$ cat config.mk
export PLATFORM = sky130hd
export DESIGN_NAME = data_memory_pipelined
export DESIGN_NICKNAME = d
export VERILOG_FILES = /design/src/rtl/data_memory_pipelined.sv
export SDC_FILE = /design/constraint.sdc
export NUM_CORES = 1
export LEC_CHECK = 0
export BUFFER_PORTS_ARGS = -buffer_cell sky130_fd_sc_hd__buf_2
export CORE_ASPECT_RATIO = 2
export CORE_UTILIZATION = 60
export CTS_CLUSTER_DIAMETER = 80
export CTS_CLUSTER_SIZE = 40
export DETAILED_ROUTE_END_ITERATION = 6
export GPL_TIMING_DRIVEN = 0
export PLACE_DENSITY = 0.79
export SYNTH_ARGS = -nofsm -noshare
export SYNTH_HDL_FRONTEND = slang
export SYNTH_SLANG_ARGS = --single-unit
$ cat constraint.sdc
create_clock -name clk -period 21.4 [get_ports clk]
set_input_delay 3.21 -clock clk [delete_from_list [all_inputs] [get_ports clk]]
set_output_delay 3.21 -clock clk [all_outputs]
set_load 0.005 [all_outputs]
$ cat src/rtl/data_memory_pipelined.sv
// Purpose : parametrised word-addressed data memory with byte enables, zero-filled after reset.
// Latency : fixed RD_LAT cycles from request acceptance to rsp_valid; responses stay in order.
// Backpr. : req_ready is low only during zero-fill; one request per cycle otherwise; no response back-pressure.
//
// Ports:
//   clk, rst            - single clock, synchronous active-high reset
//   req_valid/req_ready - request handshake (req_ready is a pure register output)
//   req_write           - 1 = write, 0 = read
//   req_addr            - word address; bits above log2(DEPTH) only feed the range check
//   req_wdata, req_be   - write data and per-byte write enables (ignored on reads)
//   rsp_valid           - one-cycle response strobe, RD_LAT cycles after acceptance
//   rsp_rdata, rsp_err  - read data (0 for writes/errors), out-of-range flag; both 0 when idle
//   init_busy           - zero-fill in progress
module data_memory_pipelined #(
  parameter int DATA_W = 8,
  parameter int ADDR_W = 8,
  parameter int DEPTH  = 128,
  parameter int RD_LAT = 1
) (
  input  logic                  clk,
  input  logic                  rst,
  input  logic                  req_valid,
  output logic                  req_ready,
  input  logic                  req_write,
  input  logic [ADDR_W-1:0]     req_addr,
  input  logic [DATA_W-1:0]     req_wdata,
  input  logic [DATA_W/8-1:0]   req_be,
  output logic                  rsp_valid,
  output logic [DATA_W-1:0]     rsp_rdata,
  output logic                  rsp_err,
  output logic                  init_busy
);

  localparam int NB    = DATA_W / 8;
  localparam int IDX_W = (DEPTH > 1) ? $clog2(DEPTH) : 1;
  localparam logic [IDX_W-1:0] CLR_LAST  = IDX_W'(DEPTH - 1);
  // One extra bit so DEPTH == 2**ADDR_W is representable.
  localparam logic [ADDR_W:0]  DEPTH_LIM = (ADDR_W + 1)'(DEPTH);

  typedef enum logic {ST_INIT, ST_READY} state_t;

  state_t              state_q, state_d;
  logic [IDX_W-1:0]    clr_ptr_q, clr_ptr_d;
  logic                init_busy_q, init_busy_d;
  logic                req_ready_q, req_ready_d;

  logic [DATA_W-1:0]   mem_q [DEPTH];
  logic                mem_we;
  logic [IDX_W-1:0]    mem_waddr;
  logic [DATA_W-1:0]   mem_wdata;

  // Response pipeline; stage 0 is loaded at the accepting edge.
  logic                pipe_vld_q [RD_LAT];
  logic                pipe_vld_d [RD_LAT];
  logic                pipe_err_q [RD_LAT];
  logic                pipe_err_d [RD_LAT];
  logic [DATA_W-1:0]   pipe_dat_q [RD_LAT];
  logic [DATA_W-1:0]   pipe_dat_d [RD_LAT];

  logic                accept;
  logic                in_range;
  logic [IDX_W-1:0]    req_idx;
  logic [DATA_W-1:0]   rd_word;

  assign accept   = req_valid & req_ready_q;
  assign in_range = ({1'b0, req_addr} < DEPTH_LIM);
  assign req_idx  = req_addr[IDX_W-1:0];
  // Old array contents: serves both the read data and the unmasked lanes of a write.
  assign rd_word  = mem_q[req_idx];

  // Control and array write port.
  always_comb begin
    state_d     = state_q;
    clr_ptr_d   = clr_ptr_q;
    init_busy_d = init_busy_q;
    req_ready_d = req_ready_q;
    mem_we      = 1'b0;
    mem_waddr   = clr_ptr_q;
    mem_wdata   = '0;
    case (state_q)
      ST_INIT: begin
        mem_we    = 1'b1;
        mem_waddr = clr_ptr_q;
        mem_wdata = '0;
        clr_ptr_d = clr_ptr_q + 1'b1;
        if (clr_ptr_q == CLR_LAST) begin
          state_d     = ST_READY;
          init_busy_d = 1'b0;
          req_ready_d = 1'b1;
          clr_ptr_d   = '0;
        end
      end
      ST_READY: begin
        // Out-of-range writes must not touch the array (no aliasing).
        if (accept && req_write && in_range) begin
          mem_we    = 1'b1;
          mem_waddr = req_idx;
          for (int i = 0; i < NB; i++) begin
            mem_wdata[8*i +: 8] = req_be[i] ? req_wdata[8*i +: 8] : rd_word[8*i +: 8];
          end
        end
      end
      default: ;
    endcase
  end

  // Response pipeline next state; invalid slots carry zeros so idle outputs read 0.
  always_comb begin
    for (int i = 0; i < RD_LAT; i++) begin
      pipe_vld_d[i] = 1'b0;
      pipe_err_d[i] = 1'b0;
      pipe_dat_d[i] = '0;
    end
    pipe_vld_d[0] = accept;
    pipe_err_d[0] = accept & ~in_range;
    pipe_dat_d[0] = (accept && !req_write && in_range) ? rd_word : '0;
    for (int i = 1; i < RD_LAT; i++) begin
      pipe_vld_d[i] = pipe_vld_q[i-1];
      pipe_err_d[i] = pipe_err_q[i-1];
      pipe_dat_d[i] = pipe_dat_q[i-1];
    end
  end

  always_ff @(posedge clk) begin
    if (rst) begin
      state_q     <= ST_INIT;
      clr_ptr_q   <= '0;
      init_busy_q <= 1'b1;
      req_ready_q <= 1'b0;
      for (int i = 0; i < RD_LAT; i++) begin
        pipe_vld_q[i] <= 1'b0;
        pipe_err_q[i] <= 1'b0;
        pipe_dat_q[i] <= '0;
      end
    end else begin
      state_q     <= state_d;
      clr_ptr_q   <= clr_ptr_d;
      init_busy_q <= init_busy_d;
      req_ready_q <= req_ready_d;
      for (int i = 0; i < RD_LAT; i++) begin
        pipe_vld_q[i] <= pipe_vld_d[i];
        pipe_err_q[i] <= pipe_err_d[i];
        pipe_dat_q[i] <= pipe_dat_d[i];
      end
    end
  end

  // Array has no reset of its own; the INIT sequence clears it. A reset edge
  // must not commit a write that was in progress.
  always_ff @(posedge clk) begin
    if (mem_we && !rst) begin
      mem_q[mem_waddr] <= mem_wdata;
    end
  end

  assign req_ready = req_ready_q;
  assign init_busy = init_busy_q;
  assign rsp_valid = pipe_vld_q[RD_LAT-1];
  assign rsp_rdata = pipe_dat_q[RD_LAT-1];
  assign rsp_err   = pipe_err_q[RD_LAT-1];

endmodule
Word level (Yosys, flattened, before mapping). Memory sizes are Yosys's and may differ from the RTL's. Cells that the tools add are included.

Register bits: 10. RAM bits: 1034. Logic and storage cells: 48. Bits in latches: 0. Memory bits (read-only): 0. Memories kept: 4.

Divide/modulo/power cells: 0. Shift-type cells: 0. $mul: 0. Equal/unequal tests: 1. Reduce and logical (&&, ||, !) cells: 11. Magnitude comparators: 1. Add/sub/neg operators: 1. Multiplexer cells: 22. Bitwise operators: 4.

Memory list: mem_q (words 128, bits a word 8, read ports 1, clocked after memory_dff 0, wr ports 1, line 47) `logic [DATA_W-1:0] mem_q [DEPTH];`; pipe_dat_q (words 1, bits a word 8, read ports 1, clocked after memory_dff 0, wr ports 1, line 57) `logic [DATA_W-1:0] pipe_dat_q [RD_LAT];`; pipe_err_q (words 1, bits a word 1, read ports 1, clocked after memory_dff 0, wr ports 1, line 55) `logic pipe_err_q [RD_LAT];`; pipe_vld_q (words 1, bits a word 1, read ports 1, clocked after memory_dff 0, wr ports 1, line 53) `logic pipe_vld_q [RD_LAT];`.

Operators with widths (count): $mux W8 (4); $pmux W8 S2 (1); $mux W7 (2); $pmux W7 S2 (1); $mux W1 (13); $lt A8 B8 Y1 const B (1); $reduce_or A8 Y1 (1); $add A7 B1 Y7 const B (1); $eq A7 B7 Y1 const B (1); $logic_and A1 B1 Y1 (5); $and A1 B1 Y1 (2); $logic_not A1 Y1 (2); $not A1 Y1 (2); $pmux W1 S2 (1); $reduce_and A2 Y1 (1); $reduce_or A1 Y1 (2).

Longest topological paths before layout.
Depth after elaboration: 8. Gate-level depth with buffers: 11.

Least setup slack after synthesis. Ideal clock, no wire load.

Path type: input -> register. Start point: input port req_addr[0]. End point: memory mem_q[0][3], data pin. Data arrival time: 9777 ps. Buffers on the path: 5. Stages on the path: 11. Slack: 10357 ps. Path through: buf_4 > buf_12 > buf_8 > buf_8 > buf_6 > mux2i_1 > a22oi_1 > nand3_1 > nand4_1 > o221ai_1 > a221oi_1.

Word-level cells in the longest chain between the ends: 4.

Ends and longest elaborated chain: start, declared (line 25) `input logic [ADDR_W-1:0] req_addr,`; $mem_v2 Z128 W8 / $lt A8 B8 Y1 (equally long branches); $mux W8 / $logic_and A1 B1 Y1 (equally long branches) (line 99, 95); $mux W8 (*) (line 95) `if (accept && req_write && in_range) begin`; $pmux W8 S2 (*) (line 80) `case (state_q)`; via mem_wdata[3] (line 50) `logic [DATA_W-1:0] mem_wdata;`; end, declared (line 47).

Mark *: on every way through the listed nets, which the timed path passes. The rest lies on a longest branch.

Worst setup path after layout.
Start point: input port req_addr[5]. End point: memory mem_q[70][2], data pin.

Same word-level chain as after synthesis.

==> key figures <==
Hold path
  • Worst min path class: reg -> reg

Job
  • Max-Cap Viols: 1

Floorplanning
  • Die Span X: 186.3 um
  • Initial Utilization: 0.6095
  • IO Count: 33
  • DIE HEIGHT: about 370 um
  • Die ar.: a little under 0.07 sq mm
  • Core Box Area: about 0.067 sq mm
  • Num rows: 134

STA
  • Max-slew violation count: 6
  • Slew Limit Headroom: -0.05038
  • Tmin final: 7.152 ns
  • FMAX: 139.8 MHz
  • RSZ-0062 raised after global routing: false
  • Final setup fails: 0
  • Post-route clock skew: 0.05229 ns
  • Setup WS post-layout: 14.25 ns
  • Slew @ Worst Pin: 1.562 ns
  • Sum Neg Setup Slack: 0 ns
  • Period utilization: 0.3342
  • Final hold violation count: 0

Critical path
  • Arrival time worst endpoint: 7.67 ns
  • Critical Path Sink Type: flop
  • CP max FO: 22
  • CP Data Required Time: 21.92 ns
  • Worst setup SP type: primary input
  • Kind of critical path: in -> reg

CTS
  • # resized after CTS: 0
  • Worst-skew pair later-pin latency: 0.72 ns
  • Total CTS buffers: 30
  • Post-CTS Setup Bufs: 0
  • Clk slew on worst S/H paths: between 0.1 and 0.15 ns
  • # hold bufs at CTS: 0
  • CTS tree: built
  • Root buffer cell: clkbuf_16
  • Longest Clk Path Bufs: 3
  • CTS H-tree depth: 1
  • CTS Sinks: 1044

Yosys
  • Syn nets: 2053
  • Xor and xnor area share after synthesis: 0.001289
  • Synth warn: 0
  • Adder-cell share of the synthesized area: 0.0003069
  • Syn Area/Cell: 20.08 sq um
  • Flops & latches, synth: 1044
  • Compound-Gate Fraction of Synth Area: 0.04011
  • Mapped Cells: between 2000 and 2500
  • Post-synthesis simple-gate area fraction: 0.03378
  • Syn Std Cell Area: 0.04078 sq mm
  • Sequential share of the synthesized area: 0.7639
  • Async SR Flop Fraction: 0
  • Largest family of logic cells by synthesized area: multiplexers
  • Number of synthesized flops with an enable pin: 1024
  • Unique masters post-synth: 51
  • Top_reg_cell synth: edfxtp_1
  • Mux share of post-synthesis cell area: 0.1426

Routing
  • Post-Route M1 WL: 33200 um
  • First-pass iteration count of the detailed router: 6
  • Starting DRT DRC Count: approximately 2900
  • Metal2 WL: ~57000 um
  • Post-DR vias/cell: between 6 and 7
  • Via Count: 20940
  • Final WL: 107900 um
  • ANT nets after route: 0
  • Drc violations: 0
  • WL/cell: 35.47 um
  • Top routing layer in use: met4
  • Met3 routed WL: 8235 um

Global route
  • Global-route wire length before repair: 152200 um
  • Initial antenna violation count: 5
  • Vias in the first global route: 21580
  • Largest net degree at the start of global routing: 44
  • Total routing usage reported by global routing: 0.3187
  • Grt total ovfl: 0

Placed design
  • Dpl ws: about 14 ns
  • # port buffers: 30
  • HPWL after DPL: 78690 um
  • Dpl cell area: 0.04295 sq mm
  • Gpl congestion: 1.010
  • Placed Cells: roughly 3000

Layout
  • Share of post-route cells with drive strength above 1: 0.1869
  • Final net count: 2156
  • Fill count: 4272
  • Finished Cell Area: about 0.044 sq mm
  • Layout area overhead: 7.631%
  • Fin cells: 3043

Pwr
  • Pleak: 15.45 nW
  • Maximum VDD drop: 92.01 uV
  • Pwr Density: 73.57 mW/mm^2

Outcome
  • Status: finished with violations
  • Failing checks: max-capacitance violations, max-slew violations
[cell families after synthesis]
| logic type | count (synthesis) |
|---|---|
| mux | 326 |
| compound gates | 239 |
| xor+xnor | 6 |
| fa+ha+maj | 1 |
| flops | 1044 |
| buf+inv | 119 |
| simple gates | 296 |
[cells in the mapped netlist (all sizes together) (2+ instances only)]
master     n  area (sq um)
a221oi     7         61.31
xor2       3         26.28
nand2b    14         87.58
a21oi     52         260.3
or3        6         37.54
mux2i    122          1221
and2       5         31.28
nand4      7         43.79
o32ai      6         52.55
xnor2      3         26.28
a22oi    107         803.3
nor3b      3         22.52
and3       2         12.51
nor4       9         100.1
nor3       9         45.04
nand3     25         125.1
nor2b     15         93.84
dfxtp     20         400.4
a31oi     11         68.82
or2        3         18.77
mux4     204          4594
a22o       6         52.55
a211o      2         17.52
nand2     35         131.4
clkbuf    29         108.9
o31ai      5         37.54
nand3b     2         15.01
o221ai     6         52.55
o21ai     14         70.06
edfxtp  1024         30750
nor2     160         603.1
inv        6         22.52
o22ai     17         106.4
buf       83         596.8
[through the flow]
| stage | hold slack (ns) | total power [mW] | utilization |
|---|---|---|---|
| 6_report | 0.5009 | 3.229 | 0.6560 |
| 5_1_grt | 0.5154 | 3.284 | 0.6559 |
| 4_1_cts | 0.4963 | 3.219 | 0.6559 |
| 3_5_place_dp | 0.4576 | 2.405 | 0.6420 |
| 3_3_place_gp | 0.4383 | 2.401 | 0.6283 |
| 2_1_floorplan | 0.4511 | 2.344 | - |
[layer usage]
metal	global-route usage	vias to the layer above
met5	0	-
li1	-	8527
met3	0.04069	356
met2	0.5662	1242
met1	0.3467	10820
met4	0.2455	0
[where the power goes]
group	leakage (nW)	internal, mW	switching, mW
clock network	0.443	0.296	0.570
logic	3.59	0.0480	0.103
registers	11.4	2.21	0.00137
[path summary, 6_finish.rpt]
check / start / to / slack, ns / cells past startpoint
worst max-delay path: req_addr[5] / mem_q[70][2] / 14.25 / 12
worst min-delay path: req_ready / req_ready / 0.50 / 2
worst max register to register: req_ready / mem_q[5][2] / 17.26 / 6
worst min register to register: req_ready / req_ready / 0.50 / 2
[layout by cell type, fill, tap and decap left out, types with 9 or more instances in the layout]
cell          n
a31oi_1      10
a22oi_1     107
buf_16       13
o22ai_1      17
a21oi_1      51
nor3_1        9
nand3_1      25
dfxtp_1      20
buf_4        21
buf_1        10
buf_2        62
nand2b_1     14
nand2_1      35
edfxtp_1   1024
nor2b_1      15
nor2_1      159
buf_8        27
mux2i_1     122
buf_6        18
clkbuf_1     48
clkbuf_16    31
o21ai_0      13
mux4_2      204
[worst max-delay path: stages]
cell and delay [ns]:
buf_2 0.15, clkbuf_1 0.37, nand2_1 0.52, clkbuf_1 0.69, nor3_1 0.21, a21oi_1 0.23
a22oi_1 0.32, a221oi_4 1.05, buf_8 0.29, buf_16 0.20, buf_8 0.19, buf_8 0.19
[flip-flops by register name, indices dropped and copies added (netlist names)]
| register | count |
|---|---|
| mem_q | 1024 |
| pipe_dat_q | 8 |
| clr_ptr_q | 7 |
| init_busy | 1 |
| pipe_err_q | 1 |
| pipe_vld_q | 1 |
| req_ready | 1 |
| state_q | 1 |
[final cells by class]
cell class	instances	area [sq um]	area share
multi-input cells	868	9025	0.2056
flip-flops and latches	1044	31150	0.7098
clock inverters	3	71.32	0.001625
clock buffers	51	860.8	0.01961
inverters	7	26.28	0.0005987
well taps	884	1106	0.02520
repair buffers	71	934.6	0.02130
diodes	3	7.507	0.0001711
plain buffers	112	705.7	0.01608
No activity file was read; power rests on OpenSTA's default activity.
